**src/rtl/arith_pkg.sv**
```systemverilog
// Shared arithmetic-unit definitions: default operand width, divider FSM states,
// and the two's-complement edge constants used by the multiplier and divider benches.
package arith_pkg;

    localparam int DIV_WIDTH = 32;

    localparam logic [DIV_WIDTH-1:0] MIN_INT  = {1'b1, {(DIV_WIDTH-1){1'b0}}};
    localparam logic [DIV_WIDTH-1:0] ALL_ONES = {DIV_WIDTH{1'b1}};

    typedef enum logic [1:0] {
        S_IDLE,
        S_CALC,
        S_FIX,
        S_DONE
    } div_state_e;

endpackage

```
**src/rtl/seq_divider_step.sv**
```systemverilog
// One radix-2 restoring step on magnitudes: shift the next dividend bit into the
// partial remainder, trial-subtract the divisor, keep the difference if it fits.
module div_step
    import arith_pkg::*;
#(
    parameter int WIDTH = DIV_WIDTH
) (
    input  logic [WIDTH-1:0] rem_in,
    input  logic             bit_in,
    input  logic [WIDTH-1:0] divisor,
    output logic [WIDTH-1:0] rem_out,
    output logic             q_bit
);

    logic [WIDTH:0]   shifted;
    logic [WIDTH-1:0] trial;

    // The shifted remainder needs one extra bit; once the divisor is subtracted
    // (or when it is not) the result is below the divisor and fits in WIDTH bits.
    always_comb begin
        shifted = {rem_in, bit_in};
        trial   = shifted[WIDTH-1:0] - divisor;
        q_bit   = (shifted >= {1'b0, divisor});
        rem_out = q_bit ? trial : shifted[WIDTH-1:0];
    end

endmodule

```
**src/rtl/seq_divider.sv**
```systemverilog
// Signed sequential divider: one restoring step per clock on operand magnitudes,
// then a sign-fix cycle that registers truncating quotient/remainder and flags.
module seq_divider
    import arith_pkg::*;
#(
    parameter int WIDTH = DIV_WIDTH
) (
    input  logic             clk,
    input  logic             rst,
    input  logic             start,
    input  logic [WIDTH-1:0] x,
    input  logic [WIDTH-1:0] y,
    output logic             busy,
    output logic             done,
    output logic [WIDTH-1:0] quotient,
    output logic [WIDTH-1:0] remainder,
    output logic             div_by_zero,
    output logic             overflow
);

    localparam int CW = $clog2(WIDTH);
    localparam logic [WIDTH-1:0] MIN_VAL = {1'b1, {(WIDTH-1){1'b0}}};

    div_state_e       state_q, state_d;
    logic [CW-1:0]    count_q, count_d;
    logic [WIDTH-1:0] dvd_q, dvd_d;
    logic [WIDTH-1:0] rem_q, rem_d;
    logic [WIDTH-1:0] mag_y_q, mag_y_d;
    logic [WIDTH-1:0] x_q, x_d;
    logic             neg_quo_q, neg_quo_d;
    logic             neg_rem_q, neg_rem_d;
    logic             dbz_pend_q, dbz_pend_d;
    logic             ovf_pend_q, ovf_pend_d;
    logic [WIDTH-1:0] quotient_q, quotient_d;
    logic [WIDTH-1:0] remainder_q, remainder_d;
    logic             div_by_zero_q, div_by_zero_d;
    logic             overflow_q, overflow_d;

    logic [WIDTH-1:0] step_rem;
    logic             step_q;
    logic             accept;

    div_step #(.WIDTH(WIDTH)) u_step (
        .rem_in (rem_q),
        .bit_in (dvd_q[WIDTH-1]),
        .divisor(mag_y_q),
        .rem_out(step_rem),
        .q_bit  (step_q)
    );

    // Quotient bits are shifted into the bottom of the dividend register, so after
    // WIDTH steps it holds the quotient magnitude. Negating MIN_INT yields the
    // unsigned value 2^(WIDTH-1), which is exactly the magnitude we need.
    always_comb begin
        state_d       = state_q;
        count_d       = count_q;
        dvd_d         = dvd_q;
        rem_d         = rem_q;
        mag_y_d       = mag_y_q;
        x_d           = x_q;
        neg_quo_d     = neg_quo_q;
        neg_rem_d     = neg_rem_q;
        dbz_pend_d    = dbz_pend_q;
        ovf_pend_d    = ovf_pend_q;
        quotient_d    = quotient_q;
        remainder_d   = remainder_q;
        div_by_zero_d = div_by_zero_q;
        overflow_d    = overflow_q;
        accept        = 1'b0;

        case (state_q)
            S_IDLE: accept = start;
            S_CALC: begin
                dvd_d   = {dvd_q[WIDTH-2:0], step_q};
                rem_d   = step_rem;
                count_d = count_q + 1'b1;
                if (count_q == CW'(WIDTH-1)) begin
                    state_d = S_FIX;
                end
            end
            S_FIX: begin
                quotient_d    = dbz_pend_q ? {WIDTH{1'b1}} : (neg_quo_q ? -dvd_q : dvd_q);
                remainder_d   = dbz_pend_q ? x_q : (neg_rem_q ? -rem_q : rem_q);
                div_by_zero_d = dbz_pend_q;
                overflow_d    = ovf_pend_q;
                state_d       = S_DONE;
            end
            S_DONE: begin
                state_d = S_IDLE;
                accept  = start;
            end
            default: state_d = S_IDLE;
        endcase

        if (accept) begin
            state_d    = S_CALC;
            count_d    = '0;
            dvd_d      = x[WIDTH-1] ? -x : x;
            rem_d      = '0;
            mag_y_d    = y[WIDTH-1] ? -y : y;
            x_d        = x;
            neg_quo_d  = x[WIDTH-1] ^ y[WIDTH-1];
            neg_rem_d  = x[WIDTH-1];
            dbz_pend_d = (y == '0);
            ovf_pend_d = (x == MIN_VAL) && (y == {WIDTH{1'b1}});
        end
    end

    always_ff @(posedge clk) begin
        if (rst) begin
            state_q       <= S_IDLE;
            count_q       <= '0;
            dvd_q         <= '0;
            rem_q         <= '0;
            mag_y_q       <= '0;
            x_q           <= '0;
            neg_quo_q     <= 1'b0;
            neg_rem_q     <= 1'b0;
            dbz_pend_q    <= 1'b0;
            ovf_pend_q    <= 1'b0;
            quotient_q    <= '0;
            remainder_q   <= '0;
            div_by_zero_q <= 1'b0;
            overflow_q    <= 1'b0;
        end else begin
            state_q       <= state_d;
            count_q       <= count_d;
            dvd_q         <= dvd_d;
            rem_q         <= rem_d;
            mag_y_q       <= mag_y_d;
            x_q           <= x_d;
            neg_quo_q     <= neg_quo_d;
            neg_rem_q     <= neg_rem_d;
            dbz_pend_q    <= dbz_pend_d;
            ovf_pend_q    <= ovf_pend_d;
            quotient_q    <= quotient_d;
            remainder_q   <= remainder_d;
            div_by_zero_q <= div_by_zero_d;
            overflow_q    <= overflow_d;
        end
    end

    assign busy        = (state_q == S_CALC) || (state_q == S_FIX);
    assign done        = (state_q == S_DONE);
    assign quotient    = quotient_q;
    assign remainder   = remainder_q;
    assign div_by_zero = div_by_zero_q;
    assign overflow    = overflow_q;

endmodule
```
**config.mk**
```make
export PLATFORM = sky130hd
export DESIGN_NAME = seq_divider
export DESIGN_NICKNAME = d
export VERILOG_FILES = /design/src/rtl/arith_pkg.sv /design/src/rtl/seq_divider_step.sv /design/src/rtl/seq_divider.sv
export SDC_FILE = /design/constraint.sdc
export NUM_CORES = 1
export LEC_CHECK = 0
export ABC_AREA = 1
export CAP_MARGIN = 20
export CORE_MARGIN = 1.5
export CORE_UTILIZATION = 59
export DETAILED_ROUTE_END_ITERATION = 16
export GPL_TIMING_DRIVEN = 1
export PLACE_DENSITY_LB_ADDON = 0.08
export SLEW_MARGIN = 20
export SYNTH_ARGS = -nofsm -noshare
export SYNTH_HDL_FRONTEND = slang
export SYNTH_SLANG_ARGS = --single-unit
```
**constraint.sdc**
```tcl
create_clock -name clk -period 2.9 [get_ports clk]
set_clock_uncertainty 0.15 [all_clocks]
set_input_delay 0.58 -clock clk [delete_from_list [all_inputs] [get_ports clk]]
set_output_delay 0.58 -clock clk [all_outputs]
set_load 0.01 [all_outputs]
```
; Word level (Yosys, flattened, before mapping)
; Index checks and enable logic that the tools add are counted.
[word_totals]
ff_bits = 205
latchBits = 0
ramBits = 0
rom_bits = 0
inputBits = 67
out_inout_bits = 68
mem_count = 0
[op_classes]
addsub = 6
mul = 0
div_mod_pow = 0
magnitude_cmp = 1
n_eq_ne = 8
n_shift = 0
n_mux = 13
n_bitwise = 1
n_reduce_logical = 11
[ops]
columns = cell, count
row1 = 2-to-1 mux 32 bit, 9
row2 = negator 32 bit, 4
row3 = equality test 32 bit (second input constant), 2
row4 = greater-or-equal comparator 33 x 32 -> 1 bit, 1
row5 = zero test 32 bit, 1
row6 = subtractor 32 bit, 1
row7 = case mux 2 bit (3 select lines), 1
row8 = adder 5 x 1 -> 5 bit (second input constant), 1
row9 = equality test 5 bit (second input constant), 1
row10 = equality test 2 bit (second input constant), 2
row11 = AND reduction 2 bit, 2
row12 = nonzero test 4 bit, 1
row13 = OR reduction 2 bit, 2
row14 = inequality test 3 bit (second input constant), 1
row15 = nonzero test 3 bit, 1
row16 = equality test 2 x 1 -> 1 bit (second input constant), 1
row17 = zero test 2 bit, 1
row18 = 2-to-1 mux 1 bit, 2
row19 = 2-to-1 mux 2 bit, 1
row20 = inequality test 2 bit (second input constant), 1
row21 = nonzero test 2 bit, 1
row22 = logical AND 1 bit, 1
row23 = logical OR 1 bit, 1
row24 = bitwise XOR 1 bit, 1

; Longest topological paths before layout
; Gate-level depths: netlist of run 1.
[logic_depth]
depth_word = 5
ltp_mapped = 16
mapped_depth_nobuf = 16

; Cells and area by module
; Synthesis of run 1 repeated with hierarchy kept, for this count alone.
[unflattened]
cells_unflattened = 2446
hier_area_um2 = 14737.9
[modules_own_cells]
columns = module, instances, cells_per_inst, area_each_um2, seq_area_each_um2
row1 = seq_divider, 1, 1794, 11554.8, 4083.9
row2 = div_step, 1, 652, 3183.1, 0.0

; Worst setup path before layout of run 1
; No wires, ideal clock.
[synth_timing]
kind = input to register
start = input port x[1]
end = register dvd_q[30]
setup_time_ns = 0.117
arrival_time_ns = 1.866
setup_slack_ns = 0.767
cell_stages = 13
n_path_buf = 0
path_cell_list = inv_1 -> ha_1 -> inv_1 -> nor3_2 -> nand3_1 -> nor2_2 -> nand3_1 -> nor2_1 -> nand4_1 -> nand3_1 -> nand2_1 -> nor2_1 -> nor2_1
[synth_between]
elab_chain_len = 3
[synth_rtl]
columns = element, line
row1 = start: declaration, seq_divider.sv:11  ; input logic [WIDTH-1:0] x,
row2 = negator 32 bit, seq_divider.sv:98  ; dvd_d = x[WIDTH-1] ? -x : x;
row3 = 2-to-1 mux 32 bit, seq_divider.sv:98
row4 = 2-to-1 mux 32 bit, seq_divider.sv:95  ; if (accept) begin
row5 = end signal: assignment, seq_divider.sv:128  ; dvd_q <= dvd_d;
row6 = end: declaration, seq_divider.sv:26  ; logic [WIDTH-1:0] dvd_q, dvd_d;
; No other way between the ends.
; A chain may end at the register's enable or synchronous reset.

; Worst setup path in the final report of run 1
[layout_timing]
start = register state_q[1]
end = register dvd_q[26]
[layout_between]
elab_chain_len = 4
elab_cells_between_ends = 7
classes_between = eq/ne (2) / mux (2) / reduce/logical (3)
[layout_rtl]
columns = element, line
row1 = start: declaration, seq_divider.sv:24  ; div_state_e state_q, state_d;
row2 = start signal: assignment, seq_divider.sv:126  ; state_q <= state_d;
row3 = equality test 2 bit or zero test 2 bit (tied branches), seq_divider.sv:71  ; case (state_q)
row4 = OR reduction 2 bit (no source line), --
row5 = 2-to-1 mux 1 bit, seq_divider.sv:71
row6 = 2-to-1 mux 32 bit or nonzero test 2 bit (tied branches), --
; Parallel ways exist; a longest one is shown, timed or not.

==> results of run 1 <==
## critical path: stages (launching register included)
cell,delay (ns)
dfxtp_1,0.44
inv_1,0.10
ha_1,0.36
inv_2,0.05
nand2_2,0.09
inv_2,0.18
nor2_1,0.35
clkinv_1,0.47
nor2_1,0.19
o21ai_0,0.09
nor3b_1,0.14
## cells by family after synthesis
family	count (synthesis)	synth area share (%)
and+or+nand+nor	1138	36.9
buffers and inverters	436	12.1
AOI/OAI and AO/OA	415	16.7
DFF	204	28.8
adders and majority gates	46	4.11
xor gates and xnor gates	24	1.48
## final timing paths
kind | endpoint | slack, ns | depth (start not counted)
min reg2reg | mag_y_q[24] | 0.31 | 2
max reg2reg | dvd_q[26] | 0.18 | 10
max | dvd_q[26] | 0.18 | 10
min | mag_y_q[24] | 0.31 | 2
## placed cells by master, fill, tap and decap left out, types with 5 or more instances in the layout
| cell | count |
|---|---|
| clkbuf_8 | 5 |
| a211oi_1 | 10 |
| o21ai_0 | 143 |
| nand3_1 | 205 |
| ha_1 | 44 |
| inv_2 | 28 |
| nor4_1 | 10 |
| a21oi_1 | 131 |
| nand2_1 | 543 |
| o211ai_1 | 14 |
| nand4_1 | 32 |
| nand3b_1 | 15 |
| nand3_2 | 25 |
| inv_1 | 310 |
| o21ai_1 | 9 |
| or2_2 | 9 |
| clkdlybuf4s50_1 | 133 |
| clkinv_2 | 6 |
| and3_1 | 6 |
| nor2_2 | 16 |
| xor2_1 | 6 |
| xnor2_1 | 18 |
| o32ai_1 | 7 |
| o21bai_1 | 5 |
| nor3_1 | 36 |
| nor3_2 | 6 |
| nor2_1 | 193 |
| o22ai_1 | 27 |
| nand2_2 | 17 |
| dfxtp_1 | 204 |
| clkbuf_16 | 23 |
| a31oi_1 | 46 |
| nor2_4 | 9 |
| buf_4 | 39 |
## area by class of cell
| class | count | area (sq um) | area share (%) |
|---|---|---|---|
| tap | 319 | 399 | 2.40 |
| inverter | 342 | 1280 | 7.72 |
| clock buffer | 29 | 648 | 3.90 |
| timing repair buffer | 177 | 1710 | 10.3 |
| multi-input combinational | 1624 | 8420 | 50.7 |
| clock inverter | 12 | 78.8 | 0.474 |
| sequential | 204 | 4080 | 24.6 |
## where the power goes
| group | internal, W | switching, W |
|---|---|---|
| Combinational | 0.00227 | 0.00454 |
| Sequential | 0.00327 | 0.000475 |
| Clock | 0.00159 | 0.00123 |
| Total | 0.00714 | 0.00624 |
## synth_stat cells, drive strengths merged
cell / instances / share of area (%)
clkinv: 4 / 0.11
inv: 338 / 8.9
a22o: 1 / 0.062
a211oi: 10 / 0.53
nand4: 33 / 1.5
and2: 3 / 0.13
nor3: 45 / 2.0
ha: 45 / 4.0
nand3b: 16 / 0.93
or4: 1 / 0.053
o21ai: 157 / 5.8
o21bai: 5 / 0.26
nand2: 563 / 15
o211ai: 14 / 0.74
a32o: 1 / 0.070
or3: 1 / 0.044
o21a: 1 / 0.053
clkbuf: 69 / 1.8
fa: 1 / 0.14
o41ai: 5 / 0.36
xnor2: 18 / 1.1
a31oi: 46 / 2.0
o221ai: 3 / 0.19
nand3: 231 / 9.1
a221oi: 1 / 0.062
nor3b: 1 / 0.053
nor2: 218 / 6.5
dfxtp: 204 / 29
and3: 6 / 0.26
nor4: 10 / 0.44
buf: 25 / 1.2
o32ai: 7 / 0.43
xor2: 6 / 0.37
o31ai: 4 / 0.21
o22ai: 27 / 1.2
a21oi: 133 / 4.7
or2: 10 / 0.44
## layer usage
| layer | global-route usage [%] | vias to the layer above |
|---|---|---|
| li1 | - | 7634 |
| met1 | 48.0 | 7254 |
| met2 | 63.1 | 815 |
| met3 | 5.94 | 181 |
| met4 | 23.5 | 0 |
| met5 | 0 | - |
## state kept, by name, summed over array words and instances (netlist names)
register and flops:
ovf_pend_q 1, quotient 32, dbz_pend_q 1, dvd_q 32, rem_q 32, overflow 1, div_by_zero 1, x_q 32
state_q 2, remainder 32, count_q 5, neg_quo_q 1, mag_y_q 32
## through the flow
stage	area [sq um]	util (%)	power [W]	cells	hold slack (ns)
after global routing	16600	70.6	0.0142	2707	0.331
after global placement	15900	67.5	0.0103	2665	0.292
final	16600	70.6	0.0134	2707	0.313
after detailed placement	15900	67.5	0.0104	2665	0.299
after floorplan	14200	-	0.00850	2263	0.275
after CTS	16600	70.6	0.0132	2706	0.311
==> metrics.yaml, run 1 <==
pwr:
  p_leak_nw: 7.61
  vdd.ir_drop.worst_mv: 0.542
  p_per_area_nw_per_um2: 805
yosys:
  yosys_warnings: 0
  syn_area_sq_um: 14200
  avgSynthCellArea_sq_um: 6.28
  ys_types: 57
  ys_seq_area_share_pct: 28.8
  syn_nets: 2376
  synth-seq-cells: 204
  synthCells: 2263
global_route:
  grt_pass1_vias: 14648
  grt_use_total_pct: 38.7
  grt.overflow.total: 0
  grt_max_degree: 55
  antenna_found_initial: 0
  grt_pass1_wl_microns: 75100
floorplanning:
  dieArea_sq_um: 25000
  pin_count: 135
  die_height_microns: 158
  row_count: 56
  initial_core_util_pct: 60.3
  die_w_microns: 158
  core_sq_um: 23500
cells_and_area:
  drive_gt1_share_pct: 8.92
  n_antenna_cell: 0
  final_nets: 2485
  fillers: 2090
  syn_to_final_growth_pct: 17.1
clock_tree:
  cts_tree: "done"
  numClockSinks: 204
  cts.repair.resized: 0
  ctsHtreeMaxLevel: 1
  clockBufferDepth: 3
  cts_setup_buffers: 0
  clockRootBuffer: "clkbuf_16"
  numCtsBuffers: 23
  clk_latency_ns: 0.52
  path_clk_slew_ns: 0.07
  ctsHoldBuffers: 0
drt:
  avgRoutedWirePerCell_microns: 18.3
  vias: 15884
  wl_met3_microns: 4360
  drtPass1Iterations: 6
  m1WireLength_microns: 19300
  met2_length_microns: 22700
  top_layer: "met4"
  drc: 0
  drt_iter0_drc: 1553
  routed_wl_microns: 49400
  ant_nets: 0
  via_per_inst: 5.87
critical_path:
  crit_fanout: 17
  arrival_ns: 2.96
  start_kind: "flip-flop"
  critPathKind: "flip-flop to flip-flop"
  crit_path_start: "state_q[1]"
  r2r-start: "state_q[1]"
  endpoint_kind: "flip-flop"
  cp_data_required_time_ns: 3.15
timing:
  fmax_mhz: 368
  slew_headroom_pct: 49.7
  setup_tns_ns: 0
  worst_slew_pin_slew_ns: 0.744
  slew_violations: 0
  min_period_ns: 2.72
  hold_violations: 0
  rsz0062_at_grt: "false"
  period_share_pct: 93.8
  setup_viol: 0
  setup_ws_ns: 0.181
min_path:
  holdCritPathClass: "flip-flop to flip-flop"
  hold_path.startpoint: "mag_y_q[24]"
job:
  max_cap_viol_count: 0
place:
  place_ws_ns: 0.00427
  dp_hpwl_microns: 37700
  place_congestion: 1.01
  io_buffers: 134
run_status:
  status: "complete, no violations"
Power figures use the tool's default switching activity.
==> inputs of run 2 (changes only) <==
--- a/config.mk
+++ b/config.mk
@@ -12,6 +12,7 @@
 export DETAILED_ROUTE_END_ITERATION = 16
 export GPL_TIMING_DRIVEN = 1
 export PLACE_DENSITY_LB_ADDON = 0.08
+export REMOVE_ABC_BUFFERS = 1
 export SLEW_MARGIN = 20
 export SYNTH_ARGS = -nofsm -noshare
 export SYNTH_HDL_FRONTEND = slang
==> run 2 against run 1 <==
Net effect: die area stayed put; global-route usage is 0.95 points higher; non-clock buffer count is 9 higher; register-to-register slack better by 0.07 ns; design area is 1.2% higher; largest power group unchanged; total power is 5.6% higher.
==> metrics.yaml, run 2 (same netlist as run 1, synthesis figures left out) <==
pwr:
  p_per_area_nw_per_um2: 840  # was 805 nW/um^2
  vdd.ir_drop.worst_mv: 0.492  # was 0.542 mV
  p_leak_nw: 7.71  # was 7.61 nW
place:
  place_ws_ns: 0.0599  # was 0.00427 ns
  io_buffers: 134  # unchanged
  dp_hpwl_microns: 37700  # about the same
  place_congestion: 0.994  # was 1.01
clock_tree:
  ctsHtreeMaxLevel: 1  # unchanged
  numClockSinks: 204  # unchanged
  clk_latency_ns: 0.54  # was 0.52 ns
  cts.repair.resized: 0  # unchanged
  cts_setup_buffers: 0  # unchanged
  numCtsBuffers: 23  # unchanged
  ctsHoldBuffers: 0  # unchanged
  clockRootBuffer: "clkbuf_16"  # unchanged
  cts_tree: "done"  # unchanged
  path_clk_slew_ns: 0.06  # was 0.07 ns
  clockBufferDepth: 3  # unchanged
critical_path:
  crit_chain: "inv_1 > ha_1 > clkdlybuf4s50_1"  # was inv_1 > ha_1 > inv_2 > nand2_2 > inv_2 > nor2_1 > clkinv_1 > nor2_1 > o21ai_0 > nor3b_1
  arrival_ns: 1.95  # was 2.96 ns
  crit_fanout: 6  # was 17
  start_kind: "flip-flop"  # unchanged
  critPathTopFamily: "buffers and inverters"  # unchanged
  critPathKind: "flip-flop to output port"  # was flip-flop to flip-flop
  endpoint_kind: "output port"  # was flip-flop
  cp_data_required_time_ns: 2.17  # was 3.15 ns
  cp_num_cells: 3  # was 10
  path_buf_inv: 2  # was 4
  critPathSlowestCell: "clkdlybuf4s50_1"  # was clkinv_1
  r2r_cells: 14  # was 10
  cpPeakStageDelay_ns: 0.55  # was 0.47 ns
cells_and_area:
  syn_to_final_growth_pct: 18.5  # was 17.1%
  final_cell_mix: "nand2_1, inv_1, nand3_1"  # unchanged
  multiInputGateArea_sq_um: 8410  # was 8420 sq um
  final_nets: 2493  # was 2485
  layout_commonest_cell: "nand2_1"  # unchanged
  seqCellArea_sq_um: 4080  # unchanged
  fillers: 2028  # was 2090
  fin_util_pct: 71.5  # was 70.6%
  drive_gt1_share_pct: 9.18  # was 8.92%
global_route:
  grt_pass1_vias: 14642  # was 14648
  grt_max_degree: 74  # was 55
  antenna_found_initial: 0  # unchanged
  grt_use_total_pct: 39.6  # was 38.7%
  grt.overflow.total: 0  # unchanged
  grt_pass1_wl_microns: 77400  # was 75100 microns
drt:
  ant_nets: 0  # unchanged
  drt_iter0_drc: 2058  # was 1553
  drc: 0  # unchanged
  via_per_inst: 5.97  # was 5.87
  drtPass1Iterations: 8  # was 6
  vias: 16215  # was 15884
  avgRoutedWirePerCell_microns: 18.5  # was 18.3 microns
  routed_wl_microns: 50200  # was 49400 microns
floorplanning:
  dieArea_sq_um: 25000  # unchanged
  die_height_microns: 158  # unchanged
  die_w_microns: 158  # unchanged
  core_sq_um: 23500  # unchanged
  pin_count: 135  # unchanged
  initial_core_util_pct: 60.3  # unchanged
  row_count: 56  # unchanged
timing:
  setup_tns_ns: 0  # unchanged
  fmax_mhz: 373  # was 368 MHz
  worst_slew_pin_slew_ns: 0.912  # was 0.744 ns
  setup_ws_ns: 0.221  # was 0.181 ns
  whs_ns: 0.238  # was 0.313 ns
  rsz0062_at_grt: "false"  # unchanged
  period_share_pct: 92.4  # was 93.8%
  slew_headroom_pct: 38.4  # was 49.7%
  hold_violations: 0  # unchanged
  min_period_ns: 2.68  # was 2.72 ns
  setup_viol: 0  # unchanged
  slew_violations: 0  # unchanged
run_status:
  status: "complete, no violations"  # unchanged
min_path:
  holdCritPathClass: "input pin to flip-flop"  # was flip-flop to flip-flop
  whs_path_depth: 2  # unchanged
job:
  max_cap_viol_count: 0  # unchanged
## run 2: final timing paths
check / slack [ns] / from / end
worst max-delay path: 0.22 / state_q[1] / busy
worst min-delay path: 0.24 / rst / remainder[5]
worst max register to register: 0.25 / rem_q[21] / rem_q[2]
worst min register to register: 0.31 / div_by_zero / div_by_zero
## run 2: through the flow
step	power [W]	std cells	cell area, sq um
2_1_floorplan	0.00822	2169	13800
3_3_place_gp	0.0104	2674	16000
3_5_place_dp	0.0105	2674	16000
4_1_cts	0.0139	2716	16800
5_1_grt	0.0150	2716	16800
6_report	0.0141	2717	16800
## run 2: routing by layer
| layer | wire length (microns) | GRT usage, % | vias up |
|---|---|---|---|
| met1 | 20800 | 53.5 | 7432 |
| met4 | 2410 | 18.3 | 0 |
| met3 | 5340 | 6.90 | 154 |
| met2 | 21600 | 61.6 | 976 |
| li1 | - | - | 7653 |
| met5 | 0 | 0 | - |
## run 2: worst register-to-register path: cells and delay by family (launching register included)
| family | cells | cell delay (ns) |
|---|---|---|
| buf+inv | 2 | 0.45 |
| fa+ha+maj | 1 | 0.33 |
| compound gates | 1 | 0.07 |
| simple gates | 10 | 1.06 |
| flops | 1 | 0.47 |
## run 2: where the power goes
part,leakage (nW),switching [W],total [W],internal (W)
Combinational,5.63,0.00470,0.00706,0.00236
Clock,0.420,0.00129,0.00338,0.00209
Sequential,1.67,0.000418,0.00369,0.00327
Total,7.71,0.00641,0.0141,0.00772
## run 2: final cells by class
type / count / share of cell area [%]
clock inverter: 13 / 1.42
inverter: 342 / 7.63
timing repair buffer: 186 / 10.6
tap: 319 / 2.37
antenna: 1 / 0.0149
multi-input combinational: 1623 / 50.0
clock buffer: 29 / 3.73
sequential: 204 / 24.3
